===== src/rtl/router_pkg.sv =====
// rtl/router_pkg.sv - shared types and constants for the 1x3 router ingress path
//
// Contents:
//   state_t       ingress FSM states (IDLE, LOAD, CHECK, DROP)
//   NUM_PORTS     number of output FIFOs
//   DATA_W        byte width of the stream
//   ADDR_INVALID  destination code that marks a packet to be discarded
//   LEN_MSB/LSB   payload length field position inside the header byte
//   port_onehot   destination address to one-hot FIFO write strobe
package router_pkg;

    localparam int NUM_PORTS = 3;
    localparam int DATA_W    = 8;
    localparam logic [1:0] ADDR_INVALID = 2'b11;
    localparam int LEN_MSB   = 7;
    localparam int LEN_LSB   = 2;

    typedef enum logic [1:0] {
        IDLE  = 2'd0,
        LOAD  = 2'd1,
        CHECK = 2'd2,
        DROP  = 2'd3
    } state_t;

    function automatic logic [NUM_PORTS-1:0] port_onehot(input logic [1:0] addr);
        case (addr)
            2'd0:    port_onehot = 3'b001;
            2'd1:    port_onehot = 3'b010;
            2'd2:    port_onehot = 3'b100;
            default: port_onehot = 3'b000;
        endcase
    endfunction

endpackage


===== src/rtl/router_parity.sv =====
// rtl/router_parity.sv - running XOR parity of one packet with compare output
//
// Ports:
//   clk, rst      clock and synchronous active-high reset
//   clear         zero the accumulator
//   seed          load the accumulator with data_in (header byte)
//   accumulate    XOR data_in into the accumulator (payload bytes)
//   data_in       byte being seeded, accumulated or compared
//   mismatch      data_in differs from the accumulated parity
module router_parity
    import router_pkg::*;
(
    input  logic              clk,
    input  logic              rst,
    input  logic              clear,
    input  logic              seed,
    input  logic              accumulate,
    input  logic [DATA_W-1:0] data_in,
    output logic              mismatch
);

    logic [DATA_W-1:0] parity;

    always_ff @(posedge clk) begin
        if (rst || clear) begin
            parity <= '0;
        end else if (seed) begin
            parity <= data_in;
        end else if (accumulate) begin
            parity <= parity ^ data_in;
        end
    end

    assign mismatch = (data_in != parity);

endmodule


===== src/rtl/router_ingress_ctrl.sv =====
// rtl/router_ingress_ctrl.sv - router ingress: header decode, FIFO write, back-pressure, parity
//
// Optional feature macro: ROUTER_PARITY_CHECK_EN (parity check and err; err tied 0 without it)
//
// Ports:
//   clk, rst      clock and synchronous active-high reset
//   pkt_valid     source byte valid
//   data_in       source byte
//   fifo_full     per-FIFO full flags
//   fifo_empty    per-FIFO empty flags
//   busy          back-pressure; a byte is taken when pkt_valid && !busy
//   write_enb     one-hot FIFO write strobe (registered)
//   data_out      byte to the FIFOs (registered)
//   lfd_state     header marker, high in the cycle a valid header is taken
//   err           parity error of the last packet (registered)
module router_ingress_ctrl
    import router_pkg::*;
(
    input  logic                 clk,
    input  logic                 rst,
    input  logic                 pkt_valid,
    input  logic [DATA_W-1:0]    data_in,
    input  logic [NUM_PORTS-1:0] fifo_full,
    input  logic [NUM_PORTS-1:0] fifo_empty,
    output logic                 busy,
    output logic [NUM_PORTS-1:0] write_enb,
    output logic [DATA_W-1:0]    data_out,
    output logic                 lfd_state,
    output logic                 err
);

    state_t     state, state_nxt;
    logic [1:0] addr;
    logic [6:0] cnt;

    // Padded flag vectors so address 3 can be used as an index safely:
    // it reads "not full" and "empty", which never blocks.
    logic [3:0] full_pad;
    logic [3:0] empty_pad;
    assign full_pad  = {1'b0, fifo_full};
    assign empty_pad = {1'b1, fifo_empty};

    logic [1:0] hdr_addr;
    logic [6:0] hdr_cnt;
    logic       hdr_ok;
    assign hdr_addr = data_in[1:0];
    assign hdr_cnt  = {1'b0, data_in[LEN_MSB:LEN_LSB]} + 7'd1;
    assign hdr_ok   = (hdr_addr != ADDR_INVALID);

    // The output register holds while its target FIFO is full.
    logic stall;
    assign stall = (|write_enb) && full_pad[addr];

    logic accept, hdr_take, load_take, last;
    assign accept    = pkt_valid && !busy;
    assign hdr_take  = (state == IDLE) && accept && hdr_ok;
    assign load_take = (state == LOAD) && accept;
    assign last      = (cnt == 7'd1);

    // State register
    always_ff @(posedge clk) begin
        if (rst) begin
            state <= IDLE;
        end else begin
            state <= state_nxt;
        end
    end

    // Next-state logic
    always_comb begin
        state_nxt = state;
        case (state)
            IDLE:    if (accept) state_nxt = hdr_ok ? LOAD : DROP;
            LOAD:    if (accept && last) state_nxt = CHECK;
            CHECK:   if (!stall) state_nxt = IDLE;
            DROP:    if (accept && last) state_nxt = IDLE;
            default: state_nxt = IDLE;
        endcase
    end

    // Outputs; during reset nothing is taken, so busy and lfd_state stay low.
    always_comb begin
        busy = 1'b0;
        case (state)
            IDLE:    busy = pkt_valid && hdr_ok && !empty_pad[hdr_addr];
            LOAD:    busy = stall;
            CHECK:   busy = 1'b1;
            DROP:    busy = 1'b0;
            default: busy = 1'b0;
        endcase
        if (rst) busy = 1'b0;
    end

    assign lfd_state = hdr_take && !rst;

    // Datapath: address, byte count and the output register
    always_ff @(posedge clk) begin
        if (rst) begin
            addr      <= '0;
            cnt       <= '0;
            write_enb <= '0;
            data_out  <= '0;
        end else begin
            if (state == IDLE && accept) begin
                cnt <= hdr_cnt;
            end else if ((state == LOAD || state == DROP) && accept && cnt != 7'd0) begin
                cnt <= cnt - 7'd1;
            end

            if (hdr_take) addr <= hdr_addr;

            if (!stall) begin
                if (hdr_take) begin
                    write_enb <= port_onehot(hdr_addr);
                    data_out  <= data_in;
                end else if (load_take) begin
                    write_enb <= port_onehot(addr);
                    data_out  <= data_in;
                end else begin
                    write_enb <= '0;
                end
            end
        end
    end

`ifdef ROUTER_PARITY_CHECK_EN
    logic par_mismatch;

    router_parity u_parity (
        .clk        (clk),
        .rst        (rst),
        .clear      (state == CHECK),
        .seed       (hdr_take),
        .accumulate (load_take && !last),
        .data_in    (data_in),
        .mismatch   (par_mismatch)
    );

    // Captured when the parity byte (count 1) is taken; cleared by the next valid header.
    always_ff @(posedge clk) begin
        if (rst) begin
            err <= 1'b0;
        end else if (hdr_take) begin
            err <= 1'b0;
        end else if (load_take && last) begin
            err <= par_mismatch;
        end
    end
`else
    assign err = 1'b0;
`endif

endmodule

===== config.mk =====
export PLATFORM = sky130hd
export DESIGN_NAME = router_ingress_ctrl
export DESIGN_NICKNAME = d
export VERILOG_FILES = /design/src/rtl/router_pkg.sv /design/src/rtl/router_parity.sv /design/src/rtl/router_ingress_ctrl.sv
export SDC_FILE = /design/constraint.sdc
export NUM_CORES = 1
export LEC_CHECK = 0
export ABC_AREA = 1
export BUFFER_PORTS_ARGS = -buffer_cell sky130_fd_sc_hd__buf_4
export CORE_MARGIN = 1.5
export CORE_UTILIZATION = 50
export DETAILED_ROUTE_END_ITERATION = 16
export MAX_ROUTING_LAYER = met4
export PLACE_DENSITY_LB_ADDON = 0.12
export RECOVER_POWER = 50
export SLEW_MARGIN = 25
export SYNTH_ARGS = -nofsm -noshare
export SYNTH_HDL_FRONTEND = slang
export SYNTH_SLANG_ARGS = --single-unit

===== constraint.sdc =====
create_clock -name clk -period 1.9 [get_ports clk]
set_input_delay 0.285 -clock clk [delete_from_list [all_inputs] [get_ports clk]]
set_output_delay 0.285 -clock clk [all_outputs]
set_load 0.02 [all_outputs]

==> flow_summary_export.csv <==
group,metric,value,unit
clocking,tritoncts,"done",
drt,drtIter0Drc,71,
drt,drc,0,
logic_synthesis,yosys-top-cells-area,"dfxtp_1 (30%), nand2_1 (11%), nor2_1 (9.0%)",
logic_synthesis,async_flop_share,0,
clocking,ctsHoldBuffers,0,
sta,layout_setup_ws,107,ps
sta,finalMaxSlewViolations,0,
logic_synthesis,netlist.area_leader.share,0.301,
clocking,cts-root-buf,"clkbuf_4",
critical_path,end_kind,"primary output",
critical_path,reg2reg_depth,14,
sta,hold_viol,0,
drt,post_drt_wl_per_cell,11.3,um
finish,drive_gt1_frac,0.248,
logic_synthesis,synth_ff_type,"dfxtp_1",
grt,grt_pass1_vias,1318,
job,drv_cap,0,
logic_synthesis,synth_nets,232,
drt,viasPerCell,5.00,
critical_path,worstSetupStartpoint,"addr[1]$_SDFFE_PP0N_",
logic_synthesis,synth-edff-count,0,
finish,fin_cells,277,
finish,fin_util,0.642,
sta,hold-worst-slack,238,ps
critical_path,crit_end,"lfd_state",
floorplan,die_h,57.1,um
critical_path,crit_path_top_delay_cell,"dfxtp_4",
floorplan,design.core.area,2760,um^2
placed_design,port_buffers,29,
logic_synthesis,synthDistinctLibCells,33,
drt,antenna_left,0,
clocking,cts_buffers,3,
critical_path,reg2reg_to,"cnt[0]$_SDFFE_PP0P_",
worst_hold_path,hp-class,"in2reg",
sta,period_needed,1790,ps
critical_path,path_common_cell,"nand3_2",
worst_hold_path,min_path_cells,2,
placed_design,dpl.cell_count,269,
clocking,ctsHtreeMaxLevel,1,
drt,postRouteWirelength,3130,um
logic_synthesis,syn_inst,211,
critical_path,crit_chain,"inv_1 > nand3_1 > nand3_2 > nand3_2 > nand2_2 > nand2_4 > nand4_4 > nor2_4 > buf_6",
critical_path,timing_worst_setup_path_type,"reg2out",
grt,antenna_found_initial,0,
finish,nets,268,
critical_path,critPathRequiredTime,1620,ps
sta,skew,1.07,ps
floorplan,dieWidth,57.1,um
logic_synthesis,seq_area_frac_synth,0.301,
clocking,clkSinkCount,22,
clocking,clkTransAtPathRegs,130,ps
clocking,clk_latency,310,ps
power_and_ir_drop,ir_drop,662,uV
critical_path,r2r_slack,160,ps
logic_synthesis,ys_seq_elements,22,
floorplan,start_util,0.531,
placed_design,gp_congestion,0.866,
finish,layout_common_cells,"nand2_1 (42), nor2_1 (33), inv_1 (23), buf_4 (23), dfxtp_1 (20)",
grt,grt_max_degree,14,
drt,vias,1384,
critical_path,path_buf_inv,2,
logic_synthesis,synth_top_area_cell,"dfxtp_1",
finish,final_common_cell,"nand2_1",
floorplan,io-pin-count,31,
status,outcome,"complete, no violations",
floorplan,dieArea,3260,um^2
critical_path,worstSetupStartpointType,"flip-flop",
grt,track_usage,0.217,
critical_path,worstPathMaxFanout,5,
placed_design,place_ws,201,ps
drt,first_pass_iters,4,
critical_path,path_depth,9,
grt,grt_overflow,0,
power_and_ir_drop,total_power,1.59,mW
sta,fin_crit_sh,0.944,
critical_path,max_stage_delay,390,ps
floorplan,core.rowCount,19,
logic_synthesis,synth_area,1470,um^2
critical_path,cp.arrival,1510,ps
critical_path,reg2reg_from,"addr[0]$_SDFFE_PP0N_",
power_and_ir_drop,pwr_density_cell,898,nW/um^2
power_and_ir_drop,p_leak,0.853,nW
finish,n_antenna_cell,0,
sta,finalSetupViolCount,0,
grt,grt_pass1_wl,5440,um
critical_path,crit_family,"simple AND/OR/NAND/NOR gates",
clocking,cts_buffer_depth,2,
logic_synthesis,ys_warn_count,0,
placed_design,dp_hpwl,2430,um
logic_synthesis,syn_avg_cell_area,6.94,um^2
sta,fmax,558,MHz
finish,area.growth.synth_to_final,20.8,%
power breakdown:
group	internal, mW	total [mW]	switching (mW)	leakage [nW]
clock network	0.213	0.365	0.151	0.0279
logic	0.252	0.640	0.388	0.643
registers	0.527	0.584	0.0567	0.182
total	0.993	1.59	0.596	0.853
metrics by stage:
stage / setup TNS, ps / cell area [um^2]
after floorplan: 0 / 1470
after global placement: 0 / 1700
after detailed placement: 0 / 1700
after CTS: 0 / 1770
after global routing: -2.04 / 1770
final: 0 / 1770
kinds of logic after synthesis:
| logic type | count (synthesis) | share of synthesized area |
|---|---|---|
| simple gates | 120 | 0.401 |
| buf+inv | 31 | 0.0973 |
| compound gates | 25 | 0.116 |
| fa+ha+maj | 4 | 0.0342 |
| other cells | 1 | 0.00256 |
| flops | 22 | 0.301 |
| xor+xnor | 8 | 0.0478 |
layer usage:
metal  GRT usage  wire, um  up-vias
met5           -         0        -
li1            -         -      737
met4      0.0864        61        0
met3      0.0227       143        7
met1       0.272      1460      608
met2       0.356      1470       32
flip-flops by register name (all words and copies together) (netlist names):
register   cells
data_out       8
addr           2
cnt            7
state          2
write_enb      3
cells in the mapped netlist (4+ instances only):
master   number
ha_1          4
nand2_4       4
o21ai_2       4
nor2_1       35
nand3_1      18
dfxtp_1      22
nand2_2       7
nand2_1      42
a21oi_1      10
inv_1        23
xor2_1        7
o21ai_0       5
worst min path at each step:
stage	from	end	slack, ps
CTS	rst	cnt[2]$_SDFFE_PP0P_	220
global route	rst	addr[0]$_SDFFE_PP0N_	250
floorplan	rst	cnt[5]$_SDFFE_PP0P_	350
finish	rst	cnt[2]$_SDFFE_PP0P_	240
global placement	data_out[5]$_SDFFE_PP0P_	data_out[5]$_SDFFE_PP0P_	450
detailed placement	data_out[2]$_SDFFE_PP0P_	data_out[2]$_SDFFE_PP0P_	460
what timing repair did:
| item | in CTS | in global routing |
|---|---|---|
| setup endpoints to repair | 1 | 1 |
| gates resized for setup | 3 | 6 |
| buffers inserted | 1 | 3 |
| pin swaps | 0 | 2 |
cell type report:
class                   instances  area, um^2
fillers                       265         988
multi-input cells             158         897
flip-flops and latches         22         448
repair buffers                 36         230
inverters                      26         103
well taps                      31        38.8
clock inverters                 1        30.0
clock buffers                   3        22.5
Note: power is estimated with default switching activity, not from simulation.
